==> src/rtl/can_bit_destuff.sv <==
// CAN receive-path bit destuffer: removes stuff bits, flags stuff errors and
// runs CRC-15 over the destuffed stream handed to the frame decoder.
module can_bit_destuff #(
    parameter int unsigned           STUFF_LEN = 5,
    parameter int unsigned           CRC_WIDTH = 15,
    parameter logic [CRC_WIDTH-1:0]  CRC_POLY  = 15'h4599
) (
    input  logic                 clk,
    input  logic                 rst_n,
    input  logic                 sample_point,
    input  logic                 sampled_bit,
    input  logic                 stuff_en,
    input  logic                 crc_en,
    input  logic                 crc_init,
    input  logic                 go_error_frame,
    output logic                 rx_bit_valid,
    output logic                 rx_bit,
    output logic                 stuff_drop,
    output logic                 stuff_err,
    output logic [CRC_WIDTH-1:0] crc_reg,
    output logic                 crc_zero
);

    localparam int unsigned      RUN_W   = 3;
    localparam logic [RUN_W-1:0] RUN_MAX = RUN_W'(STUFF_LEN);

    typedef enum logic [1:0] {
        ST_IDLE   = 2'd0,
        ST_ACTIVE = 2'd1,
        ST_ERR    = 2'd2
    } state_t;

    state_t               state_q, state_d;
    logic [RUN_W-1:0]     run_cnt_q, run_cnt_d;
    logic                 last_bit_q, last_bit_d;
    logic                 rx_bit_valid_q, rx_bit_valid_d;
    logic                 rx_bit_q, rx_bit_d;
    logic                 stuff_drop_q, stuff_drop_d;
    logic                 stuff_err_q, stuff_err_d;
    logic [CRC_WIDTH-1:0] crc_q, crc_d;
    logic                 stuff_pend_c;
    logic                 crc_fb_c;

    assign stuff_pend_c = (run_cnt_q == RUN_MAX);

    // State and output registers
    always_ff @(posedge clk) begin
        if (!rst_n) begin
            state_q        <= ST_IDLE;
            run_cnt_q      <= '0;
            last_bit_q     <= 1'b1;
            rx_bit_valid_q <= 1'b0;
            rx_bit_q       <= 1'b0;
            stuff_drop_q   <= 1'b0;
            stuff_err_q    <= 1'b0;
            crc_q          <= '0;
        end else begin
            state_q        <= state_d;
            run_cnt_q      <= run_cnt_d;
            last_bit_q     <= last_bit_d;
            rx_bit_valid_q <= rx_bit_valid_d;
            rx_bit_q       <= rx_bit_d;
            stuff_drop_q   <= stuff_drop_d;
            stuff_err_q    <= stuff_err_d;
            crc_q          <= crc_d;
        end
    end

    // Next-state, run tracking and pulse generation
    always_comb begin
        state_d        = state_q;
        run_cnt_d      = run_cnt_q;
        last_bit_d     = last_bit_q;
        rx_bit_valid_d = 1'b0;
        rx_bit_d       = 1'b0;
        stuff_drop_d   = 1'b0;
        stuff_err_d    = 1'b0;

        if (go_error_frame) begin
            state_d   = ST_IDLE;
            run_cnt_d = '0;
        end else begin
            unique case (state_q)
                ST_IDLE: begin
                    if (stuff_en) begin
                        // Entry bit is handled as the first bit of a fresh run
                        state_d   = ST_ACTIVE;
                        run_cnt_d = '0;
                        if (sample_point) begin
                            rx_bit_valid_d = 1'b1;
                            rx_bit_d       = sampled_bit;
                            run_cnt_d      = RUN_W'(1);
                            last_bit_d     = sampled_bit;
                        end
                    end else if (sample_point) begin
                        rx_bit_valid_d = 1'b1;
                        rx_bit_d       = sampled_bit;
                        last_bit_d     = sampled_bit;
                    end
                end

                ST_ACTIVE: begin
                    if (sample_point) begin
                        if (stuff_pend_c && (sampled_bit != last_bit_q)) begin
                            stuff_drop_d = 1'b1;
                            run_cnt_d    = RUN_W'(1);
                            last_bit_d   = sampled_bit;
                        end else if (stuff_pend_c) begin
                            stuff_err_d = 1'b1;
                            state_d     = ST_ERR;
                        end else begin
                            rx_bit_valid_d = 1'b1;
                            rx_bit_d       = sampled_bit;
                            run_cnt_d      = ((run_cnt_q != '0) && (sampled_bit == last_bit_q))
                                           ? run_cnt_q + RUN_W'(1) : RUN_W'(1);
                            last_bit_d     = sampled_bit;
                        end
                        if (!stuff_en && !stuff_err_d) begin
                            state_d   = ST_IDLE;
                            run_cnt_d = '0;
                        end
                    end else if (!stuff_en && !stuff_pend_c) begin
                        // A pending stuff bit keeps us here until it is checked
                        state_d   = ST_IDLE;
                        run_cnt_d = '0;
                    end
                end

                ST_ERR: begin
                    if (sample_point) begin
                        last_bit_d = sampled_bit;
                    end
                    if (!stuff_en) begin
                        state_d   = ST_IDLE;
                        run_cnt_d = '0;
                    end
                end

                default: begin
                    state_d   = ST_IDLE;
                    run_cnt_d = '0;
                end
            endcase
        end
    end

    // CRC-15 over emitted bits; crc_init wins over a same-cycle update
    assign crc_fb_c = rx_bit_d ^ crc_q[CRC_WIDTH-1];

    always_comb begin
        crc_d = crc_q;
        if (crc_init) begin
            crc_d = '0;
        end else if (rx_bit_valid_d && crc_en) begin
            crc_d = {crc_q[CRC_WIDTH-2:0], 1'b0} ^ (crc_fb_c ? CRC_POLY : CRC_WIDTH'(0));
        end
    end

    assign rx_bit_valid = rx_bit_valid_q;
    assign rx_bit       = rx_bit_q;
    assign stuff_drop   = stuff_drop_q;
    assign stuff_err    = stuff_err_q;
    assign crc_reg      = crc_q;
    assign crc_zero     = (crc_q == '0);

endmodule

==> config.mk <==
export PLATFORM = sky130hd
export DESIGN_NAME = can_bit_destuff
export DESIGN_NICKNAME = d
export VERILOG_FILES = /design/src/rtl/can_bit_destuff.sv
export SDC_FILE = /design/constraint.sdc
export NUM_CORES = 1
export LEC_CHECK = 0
export ABC_CLOCK_PERIOD_IN_PS = 4400
export CAP_MARGIN = 20
export CORE_MARGIN = 10
export CORE_UTILIZATION = 30
export CTS_CLUSTER_DIAMETER = 30
export DETAILED_ROUTE_END_ITERATION = 12
export PLACE_DENSITY_LB_ADDON = 0.1
export SLEW_MARGIN = 25
export SYNTH_ARGS = -nofsm -noshare
export SYNTH_HDL_FRONTEND = slang
export SYNTH_SLANG_ARGS = --single-unit
==> constraint.sdc <==
create_clock -name clk -period 4.4 [get_ports clk]
set_clock_uncertainty 0.1 [all_clocks]
set_input_delay 0.88 -clock clk [delete_from_list [all_inputs] [get_ports clk]]
set_output_delay 0.88 -clock clk [all_outputs]
set_load 0.05 [all_outputs]
* Word-level counts from Yosys, hierarchy flattened *
Cells that the tools add are included.
W data, S select, Z words.

word-level totals
  logic and storage cells = 90
  output and inout bits = 20
  flip-flop bits (word level) = 25
  bits of input ports = 8

operators by class
  bitwise operators = 6
  reduce and logical (&&, ||, !) cells = 19
  multiplexer cells = 42
  add/subtract/negate cells = 1
  eq/ne operators = 14

operators by type and width
  cell                   count
  $mux W3                8
  $mux W1                21
  $logic_not A15 Y1      1
  $mux W15               1
  $xor A15 B15 Y15       1
  $mux W2                7
  $reduce_and A5 Y1      2
  $pmux W3 S3            1
  $ne A4 B4 Y1 const B   2
  $ne A2 B2 Y1 const B   3
  $ne A3 B3 Y1 const B   2
  $pmux W1 S2            3
  $pmux W2 S3            1
  $reduce_or A2 Y1       3
  $logic_and A1 B1 Y1    5
  $ne A5 B5 Y1 const B   1
  $not A1 Y1             4
  $reduce_and A4 Y1      1
  $reduce_or A4 Y1       1
  $add A3 B1 Y3 const B  1
  $eq A3 B3 Y1 const B   1
  $logic_not A1 Y1       3
  $reduce_bool A3 Y1     1
  $eq A2 B1 Y1 const B   1
  7 further kinds        7

* Logic depth before layout (Yosys ltp) *
Gate-level depths: netlist of run 1.

  word-level depth = 11
  gate-level depth with buffers = 7
  gate-level depth less buffers = 6

* Worst setup path after synthesis of run 1 *
Ideal clock, no wire load.

  path kind = register -> output
  from = register crc_q[14], in the netlist crc_reg[14]
  to = output crc_zero
  cell stages (with the launch flop) = 4
  data required time = 3420 ps
  path slack = 2077 ps
  data arrival time = 1343 ps
  buffers on the path = 1
  path through = dfxtp_1 -> buf_2 -> nor4_1 -> and4_1

between the ends
  longest elaborated chain between the ends = 1

RTL lines
  what                    line  source
  from (decl)             40    logic [CRC_WIDTH-1:0] crc_q, crc_d;
  from (signal assigned)  65    crc_q <= crc_d;
  $logic_not A15 Y1       164   assign crc_zero = (crc_q == '0);
  to (decl)               21    output logic crc_zero

Every way passes these cells.

* Worst setup path in the final report of run 1 *
  from = register crc_q[13], in the netlist crc_reg[13]
  to = output crc_zero

The elaborated chain is that of the path after synthesis.

==> results.md, run 1 <==
* Status: finished, final reports clean
* Clock Latency Late Sink at 0.27 ns
* Die Y-Extent at 85.1 microns
* Top post-synthesis cells by count: 29 x nand2_1, 25 x dfxtp_1, 16 x a21oi_1
* Antenna violations before repair at 0
* Slew Limit Headroom at 60.0%
* Most frequent cell after synthesis: nand2_1
* CP arrival at 2.03 ns
* Yosys top cell area share at 39.4%
* FF-to-FF Start: run_cnt_q[1]$_SDFFE_PP0P_
* Comb pwr share at 13.0%
* Fillers at ~410
* Num CTS Buffers at 3
* Peak fanout along the critical path at 4
* Setup crit end kind: output port
* Syn Inst Count at between 100 and 150
* Yosys reg bits at 25
* Syn. warnings at 0
* Post-CTS sizing at 0
* Top area cells in the synthesized netlist: dfxtp_1 39%, nand2_1 8.6%, a21oi_1 6.3%
* WL final at 3110 microns
* EDFF count, synth at 0
* GRT overflow at 0
* Setup_tns at 0 ns
* Reg2reg path depth at 6
* Number of max-slew violations in the final report at 0
* Setup crit start: crc_reg[13]$_SDFFE_PP0P_
* Area delta synth->final at 26.9%
* Root buffer cell: clkbuf_8
* Post-Syn Nets at 159
* Sequential Power Share at 54.0%
* FP Rows at 23
* Clock power frac at 33.1%
* Clock slew at reported path FFs at ~0.1 ns
* Post-layout util at 39.7%
* Diode count at 0
* Vias/cell at 4.72
* Hold Crit Class: register to register
* Die width at around 85 microns
* CTS Hold Bufs at 0
* Core area at 0.00406 sq mm
* Top_reg_cell synth: dfxtp_1
* Max_cap viols at 0
* Final Hold Fails at 0
* CTS tree: built
* Synth area leader: dfxtp_1
* Synth async-reset ratio at 0%
* Crit path capture: crc_zero
* Post-DP HPWL at 2360 microns
* Worst Tran Pin Value at 0.599 ns
* Depth of the CTS H-tree at 1
* Sw frac at 26.7%
* DRT iter0 DRCs at 73
* RSZ-0062 raised after global routing: no
* FMAX at 0.332 GHz
* Starting Density at 31.3%
* Number of global-route vias before repair at 1,040
* First-pass GRT wire length at 5330 microns
* GRT Total Usage at 8.90%
* Part of the Yosys area used for sequential elements at 39.4%
* Setup crit start kind: register
* Drt first pass iters at 4
* Mapped Area at about 0.0013 sq mm
* Worst vdd ir at 0.0936 mV
* Critical path class: register to output port
* Routed Antenna Nets at 0
* Die outline area at 0.00724 sq mm
* Routed WL per cell at roughly 14 microns
* Port Buffer Count at 27
* Netlist cell types at 39
* Clock sink count at 25
* Final Critical Period at between 3 and 4 ns
* R2r endpoint: crc_reg[0]$_SDFFE_PP0P_
* # setup viols final at 0
* Setup Buffers After CTS at 0
* CP Data Required Time at between 3 and 4 ns
* Leak pwr at 0.507 nW
* I/O pin cnt at 28
* Max reg flops at 15
* Number of nets in the layout at 185
* Power Density at 267 mW/mm^2
* Gpl congestion at 0.771
* R2R Setup Slk at about 2.7 ns
* Largest net degree at the start of global routing at 16
* Fraction of layout cells with a size suffix above 1 at 7.51%
* Clock buffer depth at 2
* Psw at 115 uW
* Internal power at ~320 uW
* Detailed-route via count at about 1,100
* Fin crit share at 68.4%
* Mean Syn Cell Area at 8.59 sq um
* DRC at 0
cell type report:
class	instances	area, sq um	share of cell area, %
repair buffers	27	270	16.8
inverters	2	7.51	0.465
clock buffers	3	41.3	2.56
well taps	50	62.6	3.88
clock inverters	1	7.51	0.465
multi-input cells	115	723	44.8
flip-flops and latches	25	500	31.0
power by group through the flow:
| stage | Combinational, mW | Clock (mW) | Sequential [mW] |
|---|---|---|---|
| floorplan | 0.0336 | 0 | 0.242 |
| global placement | 0.0560 | 0 | 0.237 |
| detailed placement | 0.0558 | 0 | 0.237 |
| CTS | 0.0561 | 0.151 | 0.232 |
| global route | 0.0606 | 0.164 | 0.233 |
| finish | 0.0557 | 0.142 | 0.232 |
worst max-delay path: stages (launching register included):
cell,delay (ns)
dfxtp_1,0.36
nor4_1,0.35
and4_1,0.24
clkdlybuf4s50_1,0.80
metrics by stage:
step / instances / power, mW / worst slack (ns) / area [sq um] / hold slack, ns
floorplan: 148 / 0.275 / 2.08 / 1270 / 0.351
global placement: 219 / 0.293 / 1.71 / 1560 / 0.364
detailed placement: 219 / 0.293 / 1.71 / 1560 / 0.380
CTS: 223 / 0.439 / 1.39 / 1610 / 0.397
global route: 223 / 0.457 / 1.32 / 1610 / 0.426
finish: 223 / 0.430 / 1.39 / 1610 / 0.392
routing by layer:
metal	share of wire (%)	vias to the layer above	global-route usage [%]
met5	0	-	0
met4	1.0	0	4.04
met3	6.7	2	2.87
met2	41	26	12.4
met1	51	466	12.0
li1	-	558	-
cells in the final DEF (no fill, tap or decap), types with 2 or more instances in the layout:
cell type        synthesis  final
a21oi_1                 16     16
and2b_1                  3      3
and3_1                   2      2
clkbuf_8                 0      3
clkdlybuf4s50_1          0     27
dfxtp_1                 25     25
ha_1                     3      3
inv_1                    2      2
mux2i_1                  2      2
nand2_1                 29     29
nand2b_1                 8      8
nand3_1                  7      7
nand3b_1                 2      2
nor2b_1                  3      3
nor3_1                   4      4
nor4_1                   4      4
o21ai_0                  4      4
xnor2_1                  8      8
xor2_1                   2      2
cells by family (layout without fill, tap and decap cells):
family | Yosys count | after routing | synth area share, %
xor gates and xnor gates | 11 | 11 | 9.06
AOI/OAI and AO/OA | 27 | 27 | 13.3
and+or+nand+nor | 72 | 72 | 30.0
adders and majority gates | 3 | 3 | 2.95
muxes | 2 | 2 | 1.57
buffers and inverters | 8 | 33 | 3.74
DFF | 25 | 25 | 39.4
worst min path at each step:
| stage | startpoint | to | slack, ns | cells after the start |
|---|---|---|---|---|
| final | crc_reg[8]$_SDFFE_PP0P_ | crc_reg[9]$_SDFFE_PP0P_ | 0.39 | 2 |
| after global routing | crc_reg[0]$_SDFFE_PP0P_ | crc_reg[0]$_SDFFE_PP0P_ | 0.43 | 2 |
| after CTS | crc_reg[8]$_SDFFE_PP0P_ | crc_reg[9]$_SDFFE_PP0P_ | 0.40 | 2 |
| after detailed placement | crc_reg[5]$_SDFFE_PP0P_ | crc_reg[6]$_SDFFE_PP0P_ | 0.38 | 2 |
| after global placement | run_cnt_q[1]$_SDFFE_PP0P_ | run_cnt_q[1]$_SDFFE_PP0P_ | 0.36 | 2 |
| after floorplan | run_cnt_q[1]$_SDFFE_PP0P_ | run_cnt_q[1]$_SDFFE_PP0P_ | 0.35 | 2 |
(Power assumes the default switching activity.)
==> inputs of run 2 (changes only) <==
--- a/config.mk
+++ b/config.mk
@@ -5,7 +5,7 @@
 export SDC_FILE = /design/constraint.sdc
 export NUM_CORES = 1
 export LEC_CHECK = 0
-export ABC_CLOCK_PERIOD_IN_PS = 4400
+export ABC_CLOCK_PERIOD_IN_PS = 2600
 export CAP_MARGIN = 20
 export CORE_MARGIN = 10
 export CORE_UTILIZATION = 30
==> constraint.sdc (replaced) <==
create_clock -name clk -period 2.6 [get_ports clk]
set_clock_uncertainty 0.1 [all_clocks]
set_input_delay 0.52 -clock clk [delete_from_list [all_inputs] [get_ports clk]]
set_output_delay 0.52 -clock clk [all_outputs]
set_load 0.05 [all_outputs]
==> run 2 against run 1 <==
- setup slack lost 1.0 ns
- hold slack gained 0.0010 ns
- flip-flop and latch count is the same
- first-iteration DRC count grew 16%
- critical path depth shrank 2
- clock-buffer cell count grew 1
- total power grew 67%
- die area is the same
- largest power group unchanged
- combinational power grew 71%
- non-clock buffer count grew 1
==> results.md, run 2 (synthesized netlist as in run 1, its figures left out) <==
* WL final at 3240 microns (was 3110 microns)
* Reg2reg path depth at 6 (unchanged)
* Clock power frac at 32.1% (was 33.1%)
* Max_cap viols at 0 (unchanged)
* Slew Limit Headroom at 60.0% (about the same)
* Clock sink count at 25 (unchanged)
* Root buffer cell: clkbuf_8 (unchanged)
* Vias/cell at 4.90 (was 4.72)
* Hold Crit Class: register to register (unchanged)
* Clock Latency Late Sink at 0.27 ns (about the same)
* CP arrival at 1.63 ns (was 2.03 ns)
* Clock buffer depth at 2 (unchanged)
* Depth of the CTS H-tree at 1 (unchanged)
* Post-layout util at 39.8% (was 39.7%)
* Sequential Power Share at 54.7% (was 54.0%)
* Slowest cell on crit path: clkdlybuf4s50_1 (unchanged)
* # setup viols final at 0 (unchanged)
* Port Buffer Count at 27 (unchanged)
* FMAX at 0.444 GHz
* CTS tree: built (unchanged)
* Number of global-route vias before repair at 1,062 (was 1,040)
* Levels on crit path at 1 (was 3)
* Hold_ws at 0.393 ns (was 0.392 ns)
* Post-route setup slack at 0.349 ns (was 1.39 ns)
* DRC at 0 (unchanged)
* Setup crit start kind: register (unchanged)
* Placed instance area at 0.00157 sq mm (was 0.00156 sq mm)
* DRT iter0 DRCs at 85 (was 73)
* FP Rows at 23 (unchanged)
* RSZ-0062 raised after global routing: no (unchanged)
* Number of nets in the layout at 186 (was 185)
* Largest net degree at the start of global routing at 16 (unchanged)
* Drt first pass iters at 4 (unchanged)
* Worst hold path depth at 2 (unchanged)
* Fin crit share at 86.6%
* Sw frac at 25.5% (was 26.7%)
* Commonest non-fill, non-tap cell in the layout: nand2_1 (unchanged)
* Status: finished, final reports clean (unchanged)
* Starting Density at 31.3% (unchanged)
* Diode count at 0 (unchanged)
* Post-CTS sizing at 0 (unchanged)
* Clock slew at reported path FFs at 0.09 ns (was 0.10 ns)
* Internal power at 535 uW (was 315 uW)
* Crit path largest cell delay at 0.87 ns (was 0.80 ns)
* Detailed-route via count at 1,098 (was 1,052)
* CTS Hold Bufs at 0 (unchanged)
* Setup Buffers After CTS at 0 (unchanged)
* GRT overflow at 0 (unchanged)
* Die width at 85.1 microns (unchanged)
* Setup crit end kind: output port (unchanged)
* Most frequent cells in the layout: 29 x nand2_1, 26 x clkdlybuf4s50_1, 25 x dfxtp_1, 16 x a21oi_1 (was 29 x nand2_1, 27 x clkdlybuf4s50_1, 25 x dfxtp_1, 16 x a21oi_1)
* Gpl congestion at 0.760 (was 0.771)
* Core area at 0.00406 sq mm (unchanged)
* CP Data Required Time at 1.98 ns (was 3.42 ns)
* Die Y-Extent at 85.1 microns (unchanged)
* Fraction of layout cells with a size suffix above 1 at 8.05% (was 7.51%)
* Max reg flops at 15 (unchanged)
* Post-DP HPWL at 2460 microns (was 2360 microns)
* Setup_tns at 0 ns (unchanged)
* I/O pin cnt at 28 (unchanged)
* Routed Antenna Nets at 0 (unchanged)
* Peak fanout along the critical path at 6 (was 4)
* Die outline area at 0.00724 sq mm (unchanged)
* Antenna violations before repair at 0 (unchanged)
* Worst Tran Pin Value at 0.600 ns (was 0.599 ns)
* GRT Total Usage at 9.09% (was 8.90%)
* First-pass GRT wire length at 5460 microns (was 5330 microns)
* Number of max-slew violations in the final report at 0 (unchanged)
* Psw at 184 uW (was 115 uW)
* Critical path class: register to output port (unchanged)
* Num CTS Buffers at 3 (unchanged)
* Leak pwr at 0.513 nW (was 0.507 nW)
* Top Family by Delay on Critical Path: buffers and inverters (unchanged)
* Fin area at 0.00161 sq mm (about the same)
* Worst vdd ir at 0.207 mV (was 0.0936 mV)
* Place WS at 0.334 ns (was 1.71 ns)
* Buffers & Inverters on Critical Path at 1 (unchanged)
* Final Critical Period at 2.25 ns
* Worst path cell trace: clkdlybuf4s50_1 (was nor4_1 -> and4_1 -> clkdlybuf4s50_1)
* Comb pwr share at 13.3% (was 13.0%)
* Area delta synth->final at 27.0% (was 26.9%)
* Power Density at 445 mW/mm^2 (was 267 mW/mm^2)
* Final Hold Fails at 0 (unchanged)
* Routed WL per cell at 14.4 microns (was 14.0 microns)
[run 2: cell types whose count changed in the layout (fill, tap and decap cells not counted), sizes merged]
| cell | change |
|---|---|
| buf | +2 |
| clkbuf | +1 |
| clkdlybuf4s50 | -1 |
| clkinvlp | -1 |
[run 2: power groups by stage]
| stage | combinational (mW) | sequential (mW) | clock [mW] |
|---|---|---|---|
| floorplan | 0.0568 | 0.409 | 0 |
| global placement | 0.0954 | 0.402 | 0 |
| detailed placement | 0.0957 | 0.402 | 0 |
| CTS | 0.0961 | 0.393 | 0.243 |
| global route | 0.104 | 0.394 | 0.257 |
| finish | 0.0954 | 0.393 | 0.231 |
[run 2: through the flow]
stage | total power, mW | std cells
floorplan | 0.466 | 148
global placement | 0.497 | 220
detailed placement | 0.498 | 220
CTS | 0.732 | 224
global route | 0.754 | 224
finish | 0.719 | 224
[run 2: metal layers]
layer / vias up / track usage, % / wire length [microns]
met5: - / 0 / 0
met4: 0 / 2.25 / 26
met3: 4 / 4.11 / 195
met2: 22 / 12.5 / 1330
met1: 512 / 12.4 / 1690
li1: 560 / - / -
[run 2: worst paths after layout]
kind	slack, ns	from	to
max	0.35	crc_reg[14]$_SDFFE_PP0P_	crc_reg[14]
min	0.39	crc_reg[11]$_SDFFE_PP0P_	crc_reg[12]$_SDFFE_PP0P_
max reg2reg	0.91	run_cnt_q[0]$_SDFFE_PP0P_	run_cnt_q[2]$_SDFFE_PP0P_
min reg2reg	0.39	crc_reg[11]$_SDFFE_PP0P_	crc_reg[12]$_SDFFE_PP0P_
[run 2: area by class of cell]
type | count | area [sq um]
Sequential cell | 25 | 500
Clock buffer | 4 | 45.0
Multi-Input combinational cell | 115 | 723
Fill cell | 429 | 2440
Tap cell | 50 | 62.6
Inverter | 2 | 7.51
Timing Repair Buffer | 28 | 275
==> inputs of run 3 (changes only) <==
--- a/config.mk
+++ b/config.mk
@@ -5,7 +5,7 @@
 export SDC_FILE = /design/constraint.sdc
 export NUM_CORES = 1
 export LEC_CHECK = 0
-export ABC_CLOCK_PERIOD_IN_PS = 2600
+export ABC_CLOCK_PERIOD_IN_PS = 2900
 export CAP_MARGIN = 20
 export CORE_MARGIN = 10
 export CORE_UTILIZATION = 30
==> constraint.sdc (replaced) <==
create_clock -name clk -period 2.9 [get_ports clk]
set_clock_uncertainty 0.1 [all_clocks]
set_input_delay 0.58 -clock clk [delete_from_list [all_inputs] [get_ports clk]]
set_output_delay 0.58 -clock clk [all_outputs]
set_load 0.05 [all_outputs]
==> run 3 against run 2 <==
- sequential share of layout area down 0.12 points
- total power down 8.3%
- clock-buffer cell count down 1
- register-to-register slack better by 0.32 ns
- first-iteration DRC count up 41%
- combinational power down 9.2%
- non-clock buffer count unchanged
- cell count unchanged
- setup slack worse by 0.12 ns
- global-route usage down 0.13 points
- routed wire length down 0.53%
==> results.md, run 3 (synthesized netlist as in run 1, its figures left out) <==
* Status: finished, final reports clean (unchanged)
* CP arrival at 1.99 ns (was 1.63 ns)
* Clock sink count at 25 (unchanged)
* Max_cap viols at 0 (unchanged)
* GRT overflow at 0 (unchanged)
* Num CTS Buffers at 3 (unchanged)
* DRC at 0 (unchanged)
* Leak pwr at 0.512 nW (was 0.513 nW)
* Detailed-route via count at 1,106 (was 1,098)
* Clock slew at reported path FFs at 0.10 ns (was 0.09 ns)
* Power Density at 407 mW/mm^2 (was 445 mW/mm^2)
* Die outline area at 0.00724 sq mm (unchanged)
* Starting Density at 31.3% (unchanged)
* I/O pin cnt at 28 (unchanged)
* # setup viols final at 0 (unchanged)
* Area delta synth->final at 27.5% (was 27.0%)
* Setup Buffers After CTS at 0 (unchanged)
* Critical path class: register to output port (unchanged)
* Antenna violations before repair at 0 (unchanged)
* Worst Tran Pin Value at 0.614 ns (was 0.600 ns)
* Commonest non-fill, non-tap cell in the layout: nand2_1 (unchanged)
* Post-CTS sizing at 0 (unchanged)
* Most Crowded Layer GR: met2 (unchanged)
* Sequential cell area at 500 sq um (unchanged)
* GRT Total Usage at 8.96% (was 9.09%)
* Number of global-route vias before repair at 1,069 (was 1,062)
* Final Critical Period at 2.67 ns
* M1 GR Usage at 11.8% (was 12.4%)
* Setup_tns at 0 ns (unchanged)
* Depth of the CTS H-tree at 1 (unchanged)
* Core area at 0.00406 sq mm (unchanged)
* Most frequent cells in the layout: 29 x nand2_1, 27 x clkdlybuf4s50_1, 25 x dfxtp_1, 16 x a21oi_1 (was 29 x nand2_1, 26 x clkdlybuf4s50_1, 25 x dfxtp_1, 16 x a21oi_1)
* Hold Crit Class: register to register (unchanged)
* FP Rows at 23 (unchanged)
* DRT iter0 DRCs at 120 (was 85)
* Port Buffer Count at 27 (unchanged)
* Reg2reg path depth at 6 (unchanged)
* Slew Limit Headroom at 59.1% (was 60.0%)
* Met3 usage at 3.44% (was 4.11%)
* FMAX at 0.375 GHz
* Worst path cell trace: nor4_1 -> and4_1 -> clkdlybuf4s50_1 (was clkdlybuf4s50_1)
* Multi-input gate area at 723 sq um (unchanged)
* Slowest cell on crit path: clkdlybuf4s50_1 (unchanged)
* Setup crit end kind: output port (unchanged)
* Routed Antenna Nets at 0 (unchanged)
* Fillers at 415 (was 429)
* Final Hold Fails at 0 (unchanged)
* R2R Setup Slk at 1.23 ns (was 0.91 ns)
* Fraction of layout cells with a size suffix above 1 at 8.05% (unchanged)
* Largest net degree at the start of global routing at 16 (unchanged)
* CTS tree: built (unchanged)
* Fin crit share at between 90 and 100%
* RSZ-0062 raised after global routing: no (unchanged)
* Min-delay src: crc_reg[12]$_SDFFE_PP0P_ (was crc_reg[11]$_SDFFE_PP0P_)
* Setup crit start kind: register (unchanged)
* GRT met2 Usage at 12.8% (was 12.5%)
* First-pass GRT wire length at 5370 microns (was 5460 microns)
* Clock Latency Late Sink at 0.28 ns (was 0.27 ns)
* Worst hold path depth at 2 (unchanged)
* Worst vdd ir at 0.153 mV (was 0.207 mV)
* Die Y-Extent at 85.1 microns (unchanged)
* Endpoint, Worst Hold: crc_reg[13]$_SDFFE_PP0P_ (was crc_reg[12]$_SDFFE_PP0P_)
* Max reg flops at 15 (unchanged)
* Post-DP HPWL at 2470 microns (was 2460 microns)
* Clock buffer depth at 2 (unchanged)
* Root buffer cell: clkbuf_8 (unchanged)
* Diode count at 0 (unchanged)
* Hold_ws at 0.388 ns (was 0.393 ns)
* Vias/cell at 4.94 (was 4.90)
* Gpl congestion at 0.768 (was 0.760)
* Number of max-slew violations in the final report at 0 (unchanged)
* FF-to-FF Start: run_cnt_q[1]$_SDFFE_PP0P_ (was run_cnt_q[0]$_SDFFE_PP0P_)
* Drt first pass iters at 4 (unchanged)
* Routed WL per cell at 14.4 microns (about the same)
* Peak fanout along the critical path at 4 (was 6)
* WL final at 3220 microns (was 3240 microns)
* CTS Hold Bufs at 0 (unchanged)
* Crit path largest cell delay at 0.80 ns (was 0.87 ns)
* CP Data Required Time at 2.22 ns (was 1.98 ns)
* R2r endpoint: crc_reg[10]$_SDFFE_PP0P_ (was run_cnt_q[2]$_SDFFE_PP0P_)
* Die width at 85.1 microns (unchanged)
* Number of nets in the layout at 186 (unchanged)
run 3: final cells by class:
class                      count  share of cell area [%]
clock buffer                   3                    2.55
clock inverter                 1                   0.463
inverter                       2                   0.463
multi-input combinational    115                    44.6
sequential                    25                    30.9
tap                           50                    3.86
timing repair buffer          28                    17.1
run 3: where the power goes:
part,total (mW),switching (mW),internal (mW)
registers,0.352,0.00505,0.347
logic,0.0866,0.0518,0.0348
clock network,0.220,0.122,0.0976
run 3: how the worst max path moves through the flow:
stage,to,start
4_1_cts,crc_zero,crc_reg[13]$_SDFFE_PP0P_
2_1_floorplan,crc_zero,crc_reg[14]$_SDFFE_PP0P_
5_1_grt,crc_zero,crc_reg[13]$_SDFFE_PP0P_
3_3_place_gp,crc_zero,crc_reg[6]$_SDFFE_PP0P_
6_report,crc_zero,crc_reg[13]$_SDFFE_PP0P_
3_5_place_dp,crc_zero,crc_reg[13]$_SDFFE_PP0P_
run 3: per-layer routing:
layer	share of wire, %	up-vias	routed length (microns)
li1	-	563	-
met4	0.68	0	22
met1	48	507	1560
met5	0	-	0
met3	8.8	2	284
met2	42	34	1350
run 3: worst max-delay path, delay by kind of cell (launching register included):
| family | cells | cell delay, ns |
|---|---|---|
| buffers and inverters | 1 | 0.80 |
| and+or+nand+nor | 2 | 0.56 |
| DFF | 1 | 0.36 |
run 3: stage by stage:
| stage | total power, mW | cell area (sq um) | cells | util, % | setup WS [ns] |
|---|---|---|---|---|---|
| final | 0.659 | 1620 | 224 | 39.9 | 0.233 |
| after global routing | 0.687 | 1620 | 224 | 39.9 | 0.101 |
| after CTS | 0.664 | 1620 | 224 | 39.9 | 0.182 |
| after detailed placement | 0.447 | 1570 | 220 | 38.7 | 0.499 |
| after global placement | 0.447 | 1570 | 220 | 38.7 | 0.556 |
| after floorplan | 0.418 | 1270 | 148 | - | 0.877 |
